[config.mk]
export PLATFORM = sky130hd
export DESIGN_NAME = lcd_text_feeder
export DESIGN_NICKNAME = d
export VERILOG_FILES = /design/src/rtl/lcd_text_feeder.sv
export SDC_FILE = /design/constraint.sdc
export NUM_CORES = 1
export LEC_CHECK = 0
export CORE_MARGIN = 4
export CORE_UTILIZATION = 35
export DETAILED_ROUTE_END_ITERATION = 8
export PLACE_DENSITY_LB_ADDON = 0.2
export SKIP_LAST_GASP = 1
export SLEW_MARGIN = 20
export SYNTH_ARGS = -nofsm -noshare
export SYNTH_HDL_FRONTEND = slang
export SYNTH_SLANG_ARGS = --single-unit
[constraint.sdc]
create_clock -name clk -period 8.7 [get_ports clk]
set_input_delay 1.74 -clock clk [delete_from_list [all_inputs] [get_ports clk]]
set_output_delay 1.74 -clock clk [all_outputs]
set_load 0.05 [all_outputs]
[src/rtl/lcd_text_feeder.sv]
// Host-to-LCD text feeder: buffers ASCII bytes and turns them into one-hot controller ops.
// Build option LCD_AUTOWRAP_EN: wrap to the other line instead of dropping bytes at the column limit.
module lcd_text_feeder #(
    parameter int NCOMMANDS   = 5,
    parameter int FIFO_DEPTH  = 16,
    parameter int COLS        = 16,
    parameter int ACK_TIMEOUT = 15,
    parameter logic [NCOMMANDS:0] OP_INIT  = (NCOMMANDS+1)'(1),
    parameter logic [NCOMMANDS:0] OP_CLEAR = (NCOMMANDS+1)'(2),
    parameter logic [NCOMMANDS:0] OP_WRITE = (NCOMMANDS+1)'(4),
    parameter logic [NCOMMANDS:0] OP_CMD   = (NCOMMANDS+1)'(8)
) (
    input  logic                          clk,
    input  logic                          rst,
    input  logic [7:0]                    char_in,
    input  logic                          char_valid,
    output logic                          char_ready,
    input  logic                          lcd_rdy,
    output logic [NCOMMANDS:0]            op_out,
    output logic [7:0]                    data_out,
    output logic                          enable_out,
    output logic                          busy,
    output logic [$clog2(FIFO_DEPTH):0]   fifo_count
);

    localparam int AW = $clog2(FIFO_DEPTH);
    localparam int CW = $clog2(COLS) + 1;
    localparam int TW = (ACK_TIMEOUT < 1) ? 1 : $clog2(ACK_TIMEOUT + 1);
    localparam logic [AW:0]   DEPTH_C   = (AW+1)'(FIFO_DEPTH);
    localparam logic [CW-1:0] COLS_C    = CW'(COLS);
    localparam logic [TW-1:0] TIMEOUT_C = TW'(ACK_TIMEOUT);

    localparam logic [7:0] DDRAM_LINE0 = 8'h80;
    localparam logic [7:0] DDRAM_LINE1 = 8'hC0;

    typedef enum logic [2:0] {
        S_BOOT,
        S_IDLE,
        S_DECODE,
        S_WRAP,
        S_ACK,
        S_DONE
    } state_t;

    // ---------------- character FIFO ----------------
    logic [7:0]    mem [FIFO_DEPTH];
    logic [AW-1:0] wr_ptr_reg;
    logic [AW-1:0] rd_ptr_reg;
    logic [AW:0]   count_reg;
    logic [7:0]    held_char_reg;
    logic          live_reg;
    logic          push;
    logic          pop;

    // live_reg keeps the host stalled for the whole time rst is asserted
    assign char_ready = live_reg && (count_reg < DEPTH_C);
    assign push       = char_valid && char_ready;
    assign fifo_count = count_reg;

    always_ff @(posedge clk) begin
        if (push) begin
            mem[wr_ptr_reg] <= char_in;
        end
        if (pop) begin
            held_char_reg <= mem[rd_ptr_reg];
        end
    end

    always_ff @(posedge clk or posedge rst) begin
        if (rst) begin
            wr_ptr_reg <= '0;
            rd_ptr_reg <= '0;
            count_reg  <= '0;
            live_reg   <= 1'b0;
        end else begin
            live_reg <= 1'b1;
            if (push) begin
                wr_ptr_reg <= wr_ptr_reg + 1'b1;
            end
            if (pop) begin
                rd_ptr_reg <= rd_ptr_reg + 1'b1;
            end
            case ({push, pop})
                2'b10:   count_reg <= count_reg + 1'b1;
                2'b01:   count_reg <= count_reg - 1'b1;
                default: count_reg <= count_reg;
            endcase
        end
    end

    // ---------------- sequencing FSM ----------------
    state_t            state_reg;
    state_t            state_next;
    state_t            ret_reg;
    state_t            ret_next;
    logic [CW-1:0]     col_reg;
    logic [CW-1:0]     col_next;
    logic              line_reg;
    logic              line_next;
    logic [TW-1:0]     ack_cnt_reg;
    logic              issue;
    logic [NCOMMANDS:0] op_next;
    logic [7:0]        data_next;
    logic              printable;

    assign printable = (held_char_reg >= 8'h20) && (held_char_reg <= 8'h7E);
    assign busy      = (state_reg != S_IDLE) || (count_reg != '0);

    always_comb begin
        state_next = state_reg;
        ret_next   = ret_reg;
        col_next   = col_reg;
        line_next  = line_reg;
        op_next    = op_out;
        data_next  = data_out;
        issue      = 1'b0;
        pop        = 1'b0;

        case (state_reg)
            S_BOOT: begin
                if (lcd_rdy) begin
                    issue     = 1'b1;
                    op_next   = OP_INIT;
                    data_next = 8'h00;
                    ret_next  = S_IDLE;
                end
            end

            S_IDLE: begin
                if ((count_reg != '0) && lcd_rdy) begin
                    pop        = 1'b1;
                    state_next = S_DECODE;
                end
            end

            S_DECODE: begin
                state_next = S_IDLE;
                ret_next   = S_IDLE;
                if (held_char_reg == 8'h0C) begin
                    issue     = 1'b1;
                    op_next   = OP_CLEAR;
                    data_next = 8'h00;
                    col_next  = '0;
                    line_next = 1'b0;
                end else if (held_char_reg == 8'h0A) begin
                    issue     = 1'b1;
                    op_next   = OP_CMD;
                    data_next = line_reg ? DDRAM_LINE0 : DDRAM_LINE1;
                    line_next = ~line_reg;
                    col_next  = '0;
                end else if (held_char_reg == 8'h0D) begin
                    issue     = 1'b1;
                    op_next   = OP_CMD;
                    data_next = line_reg ? DDRAM_LINE1 : DDRAM_LINE0;
                    col_next  = '0;
                end else if (printable) begin
                    if (col_reg < COLS_C) begin
                        issue     = 1'b1;
                        op_next   = OP_WRITE;
                        data_next = held_char_reg;
                        col_next  = col_reg + 1'b1;
                    end
`ifdef LCD_AUTOWRAP_EN
                    else begin
                        state_next = S_WRAP;
                    end
`endif
                end
            end

            S_WRAP: begin
                // the held character is decoded again once the cursor move is acknowledged
                issue     = 1'b1;
                op_next   = OP_CMD;
                data_next = line_reg ? DDRAM_LINE0 : DDRAM_LINE1;
                line_next = ~line_reg;
                col_next  = '0;
                ret_next  = S_DECODE;
            end

            S_ACK: begin
                if (!lcd_rdy || (ack_cnt_reg == TIMEOUT_C)) begin
                    state_next = S_DONE;
                end
            end

            S_DONE: begin
                if (lcd_rdy) begin
                    state_next = ret_reg;
                end
            end

            default: begin
                state_next = S_BOOT;
            end
        endcase

        if (issue) begin
            state_next = S_ACK;
        end
    end

    always_ff @(posedge clk or posedge rst) begin
        if (rst) begin
            state_reg   <= S_BOOT;
            ret_reg     <= S_IDLE;
            col_reg     <= '0;
            line_reg    <= 1'b0;
            ack_cnt_reg <= '0;
            op_out      <= '0;
            data_out    <= '0;
            enable_out  <= 1'b0;
        end else begin
            state_reg  <= state_next;
            ret_reg    <= ret_next;
            col_reg    <= col_next;
            line_reg   <= line_next;
            enable_out <= issue;
            if (issue) begin
                op_out   <= op_next;
                data_out <= data_next;
            end
            // saturating wait for the controller to acknowledge by dropping lcd_rdy
            if (issue) begin
                ack_cnt_reg <= '0;
            end else if ((state_reg == S_ACK) && (ack_cnt_reg != TIMEOUT_C)) begin
                ack_cnt_reg <= ack_cnt_reg + 1'b1;
            end
        end
    end

endmodule

## After elaboration in Yosys (flattened, before gate mapping)

Memories as Yosys holds them, arrays and structs flattened. A register that Yosys moved wholly into a read port is not among the register bits.
Cells that the tools add are included.
Widths: inputs -> output; s select.

| word-level totals | value |
|---|---|
| word-level logic and storage cells | 111 |
| bits in writable memories | 128 |
| memories | 1 |
| bits in registers | 45 |

| operators by class | value |
|---|---|
| order comparisons | 4 |
| add/subtract/negate cells | 6 |
| equality and inequality tests | 21 |
| bitwise gates (word level) | 1 |
| reduce and logical (&&, ||, !) cells | 20 |
| mux-type cells | 46 |

Memories:

| name | words | width | read ports | clocked after memory_dff | write ports | RTL line | RTL |
|---|---|---|---|---|---|---|---|
| mem | 16 | 8 | 1 | 1 | 1 | 46 | `logic [7:0] mem [FIFO_DEPTH];` |

Operators by type and width:

| operator | number |
|---|---|
| $mux 8 | 6 |
| $mux 6 | 6 |
| $mux 5 | 5 |
| $eq 8x4->1 const B | 3 |
| $pmux 8 s3 | 1 |
| $pmux 5 s2 | 2 |
| $pmux 6 s3 | 1 |
| $mux 3 | 5 |
| $pmux 3 s5 | 1 |
| $mux 7 | 2 |
| $add 4x1->4 const B | 3 |
| $mux 1 | 12 |
| $ne 3x3->1 const B | 4 |
| $add 5x1->5 const B | 2 |
| $lt 5x5->1 const B | 2 |
| $ne 5x5->1 const B | 2 |
| $pmux 3 s3 | 1 |
| $ge 8x6->1 const B | 1 |
| $le 8x7->1 const B | 1 |
| $mux 4 | 2 |
| $eq 3x2->1 const B | 2 |
| $eq 3x3->1 const B | 2 |
| $reduce_bool 2->1 | 3 |
| $logic_and 1x1->1 | 5 |
| other kinds (22) | 24 |

## Depth between registers and ports, before layout

| logic depth | value |
|---|---|
| depth after elaboration | 9 |
| mapped depth | 12 |
| gate-level depth less buffers | 11 |

## Least setup slack after synthesis

Ideal clock, no wire load.

| timing | value |
|---|---|
| path type | input to register |
| from | input lcd_rdy |
| to | register count_reg[4], in the netlist fifo_count[4] |
| stages | 10 |
| path buffers | 0 |
| arrival | 4.070 ns |
| slack | 4.548 ns |
| data required time | 8.618 ns |
| cell sequence | nand2_1 -> nor4_2 -> ha_1 -> inv_1 -> fa_1 -> nor2b_1 -> o21ai_0 -> and3_1 -> nor3_1 -> xor2_1 |

| between the ends | value |
|---|---|
| cells in the longest elaborated chain, start to end | 5 |

RTL lines:

| what | RTL line | RTL |
|---|---|---|
| start: declaration | 18 | `input logic lcd_rdy,` |
| $logic_and 1x1->1 * | 130 | `if ((count_reg != '0) && lcd_rdy) begin` |
| $mux 1 * | 130 |  |
| $mux 1 * | 119 | `case (state_reg)` |
| via pop | 53 | `logic pop;` |
| $eq 2x1->1 / $eq 2x2->1 (equally long branches) | 83 | `case ({push, pop})` |
| $pmux 5 s2 / $reduce_bool 2->1 (equally long branches) | - |  |
| end signal: assignment | 84 | `2'b10: count_reg <= count_reg + 1'b1;` |
| end signal: assignment | 85 | `2'b01: count_reg <= count_reg - 1'b1;` |
| end signal: assignment | 86 | `default: count_reg <= count_reg;` |
| end: declaration | 49 | `logic [AW:0] count_reg;` |

The timed path passes the listed nets; every way through them passes the cells marked *.
A chain may end at the register's enable or synchronous reset.

## Final worst setup path

| timing | value |
|---|---|
| from | register count_reg[2], in the netlist fifo_count[2] |
| to | output busy |

| between the ends | value |
|---|---|
| cells in the longest elaborated chain, start to end | 2 |

RTL lines:

| what | RTL line | RTL |
|---|---|---|
| $reduce_bool 5->1 | 107 | `assign busy = (state_reg != S_IDLE) \|\| (count_reg != '0);` |
| $logic_or 1x1->1 | 107 |  |
| end: declaration | 22 | `output logic busy,` |

Every way passes these cells.

==> results.yml <==
outcome:
  status: "completed"
yosys:
  synth-xor-area-share_pct: 1.67
  synth.area.mux_share_pct: 13.0
  synth_compound_area_share_pct: 4.75
  ys_seq_elements: 178
  yosysMostFrequentCell: "edfxtp_1"
  synth_top_area_cell: "edfxtp_1"
  synth_ff_type: "edfxtp_1"
  ys_seq_area_share_pct: 69.9
  synthCells: 428
  syn_area_um2: 7350
  synth-simple-area-share_pct: 6.49
  synth_edf_count: 136
  synth.top_cell.area_share_pct: 55.6
  synth_area_leaders: "edfxtp_1 56%, dfrtp_1 14%, mux4_2 12%, ha_1 1.9%, nor2_1 1.6%"
  synth_commonest_cells: "136 x edfxtp_1, 41 x dfrtp_1, 40 x mux4_2"
  synth-async-reset-ratio_pct: 23.6
  syn_avg_cell_area_um2: 17.2
  synth_fa_ha_area_share_pct: 2.15
  synth_top_family_by_area: "multiplexers"
  yosysWarningCount: 0
  ys_types: 51
grt:
  grt_pass1_wl_um: 21400
  overflow: 0
  grt_pass1_vias: 3907
  grt_max_degree: 43
  antenna_found_initial: 0
  grt.total_usage_pct: 11.7
route:
  via_per_inst: 4.96
  drt_iter0_drc: 191
  postRouteAntennaNets: 0
  wire_per_inst_um: 17.5
  dr.pass1.iters: 4
  post-route-drc-count: 0
  drt-total-wl_um: 13000
  vias: 3704
clock_network:
  clk_latency_ns: 0.43
  cts.path.max_buffers: 2
  htreeDepth: 4
  cts_tree: "yes"
  cts_hold_buf: 0
  path_clk_slew_ns: 0.07
  post_cts_resized: 0
  cts_buffers: 17
  clock-sinks: 178
  cts_root_buf: "clkbuf_16"
  post_cts_buffers: 0
worst_setup_path:
  startpoint_type: "flop"
  worstPathArrival_ns: 2.52
  cp-end-kind: "output pin"
  cp_max_fo: 4
  required_ns: 6.96
  criticalPathCategory: "flop to output pin"
sta:
  rsz0062_at_grt: "false"
  maxSlewHeadroom_pct: 40.7
  finalCriticalPeriod_ns: 4.26
  worst_pin_slew_ns: 0.888
  fin_tns_setup_ns: 0
  hold_viol: 0
  period_share_pct: 49.0
  final_max_slew_viol_count: 0
  fin_worst_skew_ns: 0.0111
  setup_violations: 0
  max_freq_mhz: 235
layout:
  nets: 488
  antenna_cells: 0
  drive_above_1_share_pct: 20.3
  area_delta_synth_final_pct: 16.8
  largest_reg_flops: 128
pwr:
  vdd_drop_max_mv: 0.138
  p_per_area_nw_per_um2: 315
  p_leak_uw: 0.00296
  p_total_uw: 2700
floorplan:
  initial_utilization_pct: 36.0
  pin_count: 34
  die_w_um: 153
  dieArea_um2: 23400
  rows: 52
  fp.dieH_um: 153
  core_um2: 20400
place:
  hpwl_um: 8970
  portBuffers: 31
  place.gp.congestion: 0.782
run:
  drv_cap: 0
hold_path:
  hp-class: "flop to flop"
-- area by class of cell --
class                           instances  area [um2]
Clock buffer                           17         425
Clock inverter                         15         201
Fill cell                            1853       11900
Inverter                               11        41.3
Multi-Input combinational cell        218        2070
Sequential cell                       178        5140
Tap cell                              270         338
Timing Repair Buffer                   38         363
-- routing by layer --
metal	part of all wire, %	routed length (um)	vias up	global-route usage, %
met5	0	0	-	0
met4	1.1	142	0	3.95
met3	2.7	355	8	2.91
met2	51	6610	58	19.5
met1	45	5930	1915	15.1
li1	-	-	1723	-
-- cell usage in the layout (no fill, tap or decap), types with 2 or more instances in the layout --
master | synthesis | routed
a21o_1 | 3 | 3
a21oi_1 | 6 | 6
a22o_1 | 3 | 3
a22oi_1 | 2 | 2
a32o_1 | 2 | 2
and2_1 | 3 | 3
and3_1 | 3 | 3
and4_1 | 2 | 2
buf_4 | 2 | 7
clkbuf_16 | 0 | 17
clkdlybuf4s50_1 | 0 | 31
clkinv_8 | 0 | 7
conb_1 | 2 | 3
dfrtp_1 | 41 | 39
dfrtp_2 | 0 | 2
edfxtp_1 | 136 | 136
ha_1 | 11 | 11
inv_1 | 11 | 10
inv_6 | 0 | 3
inv_8 | 0 | 4
mux2_2 | 2 | 2
mux2i_1 | 3 | 3
mux4_2 | 40 | 40
nand2_1 | 27 | 27
nand2b_1 | 5 | 5
nand3_1 | 4 | 4
nand4_1 | 3 | 3
nor2_1 | 31 | 31
nor2b_1 | 3 | 3
nor3_1 | 11 | 11
o21ai_0 | 13 | 13
o21ai_1 | 2 | 2
o21ai_2 | 4 | 4
o311ai_0 | 2 | 2
xnor2_1 | 7 | 7
xor2_1 | 7 | 7
-- cell families (layout without fill, tap and decap cells) --
family	after synthesis	after routing
other	2	3
muxes	45	45
AOI/OAI and AO/OA	46	46
xor gates and xnor gates	14	14
DFF	178	178
buffers and inverters	33	81
adders and majority gates	12	12
and+or+nand+nor	98	98
-- through the flow --
step / hold slack (ns) / worst slack (ns) / utilization, % / std cells / instance area, um2
finish: 0.480 / 4.44 / 42.0 / 747 / 8580
global route: 0.501 / 4.30 / 42.0 / 747 / 8580
CTS: 0.481 / 4.40 / 42.0 / 747 / 8580
detailed placement: 0.466 / 4.26 / 38.9 / 715 / 7950
global placement: 0.462 / 4.35 / 38.9 / 715 / 7950
floorplan: 0.464 / 4.55 / - / 429 / 7350
-- path summary, 6_finish.rpt --
path                               start             to  slack (ns)  depth (start not counted)
max                        fifo_count[2]           busy        4.44                          4
min                          data_out[1]    data_out[1]        0.48                          2
max reg2reg                fifo_count[2]  fifo_count[4]        5.71                         11
min reg2reg                  data_out[1]    data_out[1]        0.48                          2
max in group asynchronous            rst  rd_ptr_reg[1]        6.26                          2
min in group asynchronous            rst   state_reg[1]        1.83                          2
-- worst max-delay path: stages (launching register included) --
cell and delay, ns:
dfrtp_1 0.42, or4_1 0.53, nor2_1 0.28, nand3_1 0.13
clkdlybuf4s50_1 0.73
-- power breakdown --
part	internal [uW]	total, uW	switching, uW
logic	357	749	392
clock network	397	774	378
registers	1030	1180	143
Note: power is estimated with default switching activity, not from simulation.
==> edit: new RTL, config.mk and constraints unchanged <==
Set the parameter `FIFO_DEPTH` to 8 (it was 16).
--- a/src/rtl/lcd_text_feeder.sv
+++ b/src/rtl/lcd_text_feeder.sv
@@ -3,5 +3,5 @@
 module lcd_text_feeder #(
     parameter int NCOMMANDS   = 5,
-    parameter int FIFO_DEPTH  = 16,
+    parameter int FIFO_DEPTH  = 8,
     parameter int COLS        = 16,
     parameter int ACK_TIMEOUT = 15,
Ports: changed (resized fifo_count); port bits go from 34 to 33. No check against the original RTL was run, so the function may have changed too.
==> edit against the original RTL <==
Sequential power decreased by 34%. Synthesized cell count fell by 28%. Worst setup slack improved by 0.13 ns. Area after synthesis is 36% lower. Power decreased by 35%. Cell count fell by 30%. Cell area down 36%. Sequential cell count shrank 67. Wire length shrank 35%. Via count down 32%. Register-to-register slack better by 0.28 ns. Clock power shrank 45%. Largest cell class unchanged.
==> edit: results (changes against the original RTL) <==
CTS resizes = 0 (unchanged)
DR vias = 2530 (-32%)
Layout cells sized above 1 = 0.167 (-0.0367)
Crit path arrival time = 2.39 ns (-0.13 ns)
TritonRoute pass-1 iters = 6 (+2)
Final nets = 363 (-26%)
Slew at the pin closest to its max-slew limit = 0.950 ns (+0.0619 ns)
Max reg flops = 64 (-50%)
VDD IR max = 0.000215 V (+56%)
Synth warn = 0 (unchanged)
First-pass GRT wire length = 14.3 mm (-33%)
Hold path start = ret_reg[0]
Seq/Total Area, Yosys = 0.665 (-0.0344)
Root Buffer = clkbuf_16
Htree depth = 3 (-1)
Placed cell areas = 5220 um2 (-34%)
Mux cell area share after synthesis = 0.120 (-0.00950)
Post-synth EDFFs = 72 (-47%)
Max cap viols = 0 (unchanged)
Vias in the first global route = 2656 (-32%)
Hpwl dp = 5.67 mm (-37%)
DR WL/cell = 16.2 um (-7.0%)
Distinct cells, synth = 52 (+2.0%)
Pin count of the biggest net entering global routing = 40 (-7.0%)
Initial antenna violation count = 0 (unchanged)
CP Launch Point = fifo_count[3]
Complex-gate fraction of the synthesized area = 0.0617 (+0.0142)
Clk slew on worst S/H paths = 0.07 ns (about the same)
Worst Skew = 0.0102 ns (-0.000904 ns)
Crit Path Max Fanout = 4 (unchanged)
Final Slew Violations = 0 (unchanged)
Fill cells = 1233 (-33%)
Adder-cell share of the synthesized area = 0.0228 (+0.00132)
Number of buffers created by CTS = 9 (-8)
Worst-skew pair later-pin latency = 0.35 ns (-0.08 ns)
Async S/R FF share, synth = 0.351 (+0.115)
LEAKAGE = 2.02 nW (-32%)
Buffer count from post-CTS setup fixing = 0 (unchanged)
Top post-synthesis cells by area = edfxtp_1 (46%), dfrtp_1 (20%), mux4_2 (7.6%)
N_diodes = 0 (unchanged)
First DRT Iteration DRCs = 210 (+9.9%)
Tot GR Track Use = 0.125 (+0.00779)
Synth top cells by count = edfxtp_1 (72), dfrtp_1 (38), nor2_1 (24)
I/O Buffers = 30 (-3.2%)
Post-synthesis xor/xnor area fraction = 0.0185 (+0.00185)
Gpl congestion = 0.812 (+3.8%)
CTS Buffer Depth = 2 (unchanged)
Status = finished, final reports clean
==> edit: changes by cell type after synthesis, sizes merged, moves of 7 or more <==
cell	before	now
mux4	40	16
edfxtp	136	72
mux2	2	14
o21ai	19	8
clkbuf	11	2
nor2	31	24
==> edit: metrics by stage <==
| stage | power [mW] | util | std cells | hold slack [ns] | setup WS [ns] |
|---|---|---|---|---|---|
| final | 1.76 | 0.417 | 524 | 0.460 | 4.57 |
| after global routing | 1.88 | 0.417 | 524 | 0.496 | 4.46 |
| after CTS | 1.80 | 0.417 | 524 | 0.465 | 4.55 |
| after detailed placement | 1.37 | 0.394 | 508 | 0.454 | 4.50 |
| after global placement | 1.36 | 0.394 | 508 | 0.448 | 4.51 |
| after floorplan | 1.20 | - | 310 | 0.433 | 4.65 |
==> edit: final cells by class <==
cell class	count	area [um2]	area share
Tap cell	176	220	0.0399
Clock buffer	10	229	0.0414
Sequential cell	111	3140	0.568
Inverter	15	56.3	0.0102
Multi-Input combinational cell	172	1470	0.267
Clock inverter	6	75.1	0.0136
Timing Repair Buffer	34	330	0.0598
==> edit: path summary, 6_finish.rpt <==
path | end | slack, ns | cells after the start
max reg2reg | fifo_count[3] | 5.99 | 10
min in group asynchronous | fifo_count[0] | 1.80 | 3
max in group asynchronous | col_reg[4] | 6.53 | 3
min reg2reg | ret_reg[0] | 0.46 | 2
max | busy | 4.57 | 3
min | ret_reg[0] | 0.46 | 2
==> edit: worst max-delay path: stages (launching register included) <==
cell,delay [ns]
dfrtp_1,0.43
nor4_1,0.69
nand3_1,0.17
clkdlybuf4s50_1,0.74
==> edit: routing by layer <==
layer  GRT usage  share of wire  vias to the layer above
met3      0.0413          0.038                       10
met4      0.0411          0.013                        0
met5           0              0                        -
met2       0.203           0.50                       38
met1       0.159           0.45                     1262
li1            -              -                     1220
==> edit: logic make-up after synthesis <==
group                      count (synthesis)
xor gates and xnor gates                  10
AOI/OAI and AO/OA                         37
DFF                                      111
adders and majority gates                  8
and+or+nand+nor                           79
muxes                                     35
buffers and inverters                     27
other                                      2
==> edit: report_power, final <==
part           internal, mW  total (mW)  switching [mW]
Combinational         0.260       0.568           0.308
Sequential            0.664       0.775           0.111
Clock                 0.229       0.422           0.193
Total                  1.15        1.76           0.612
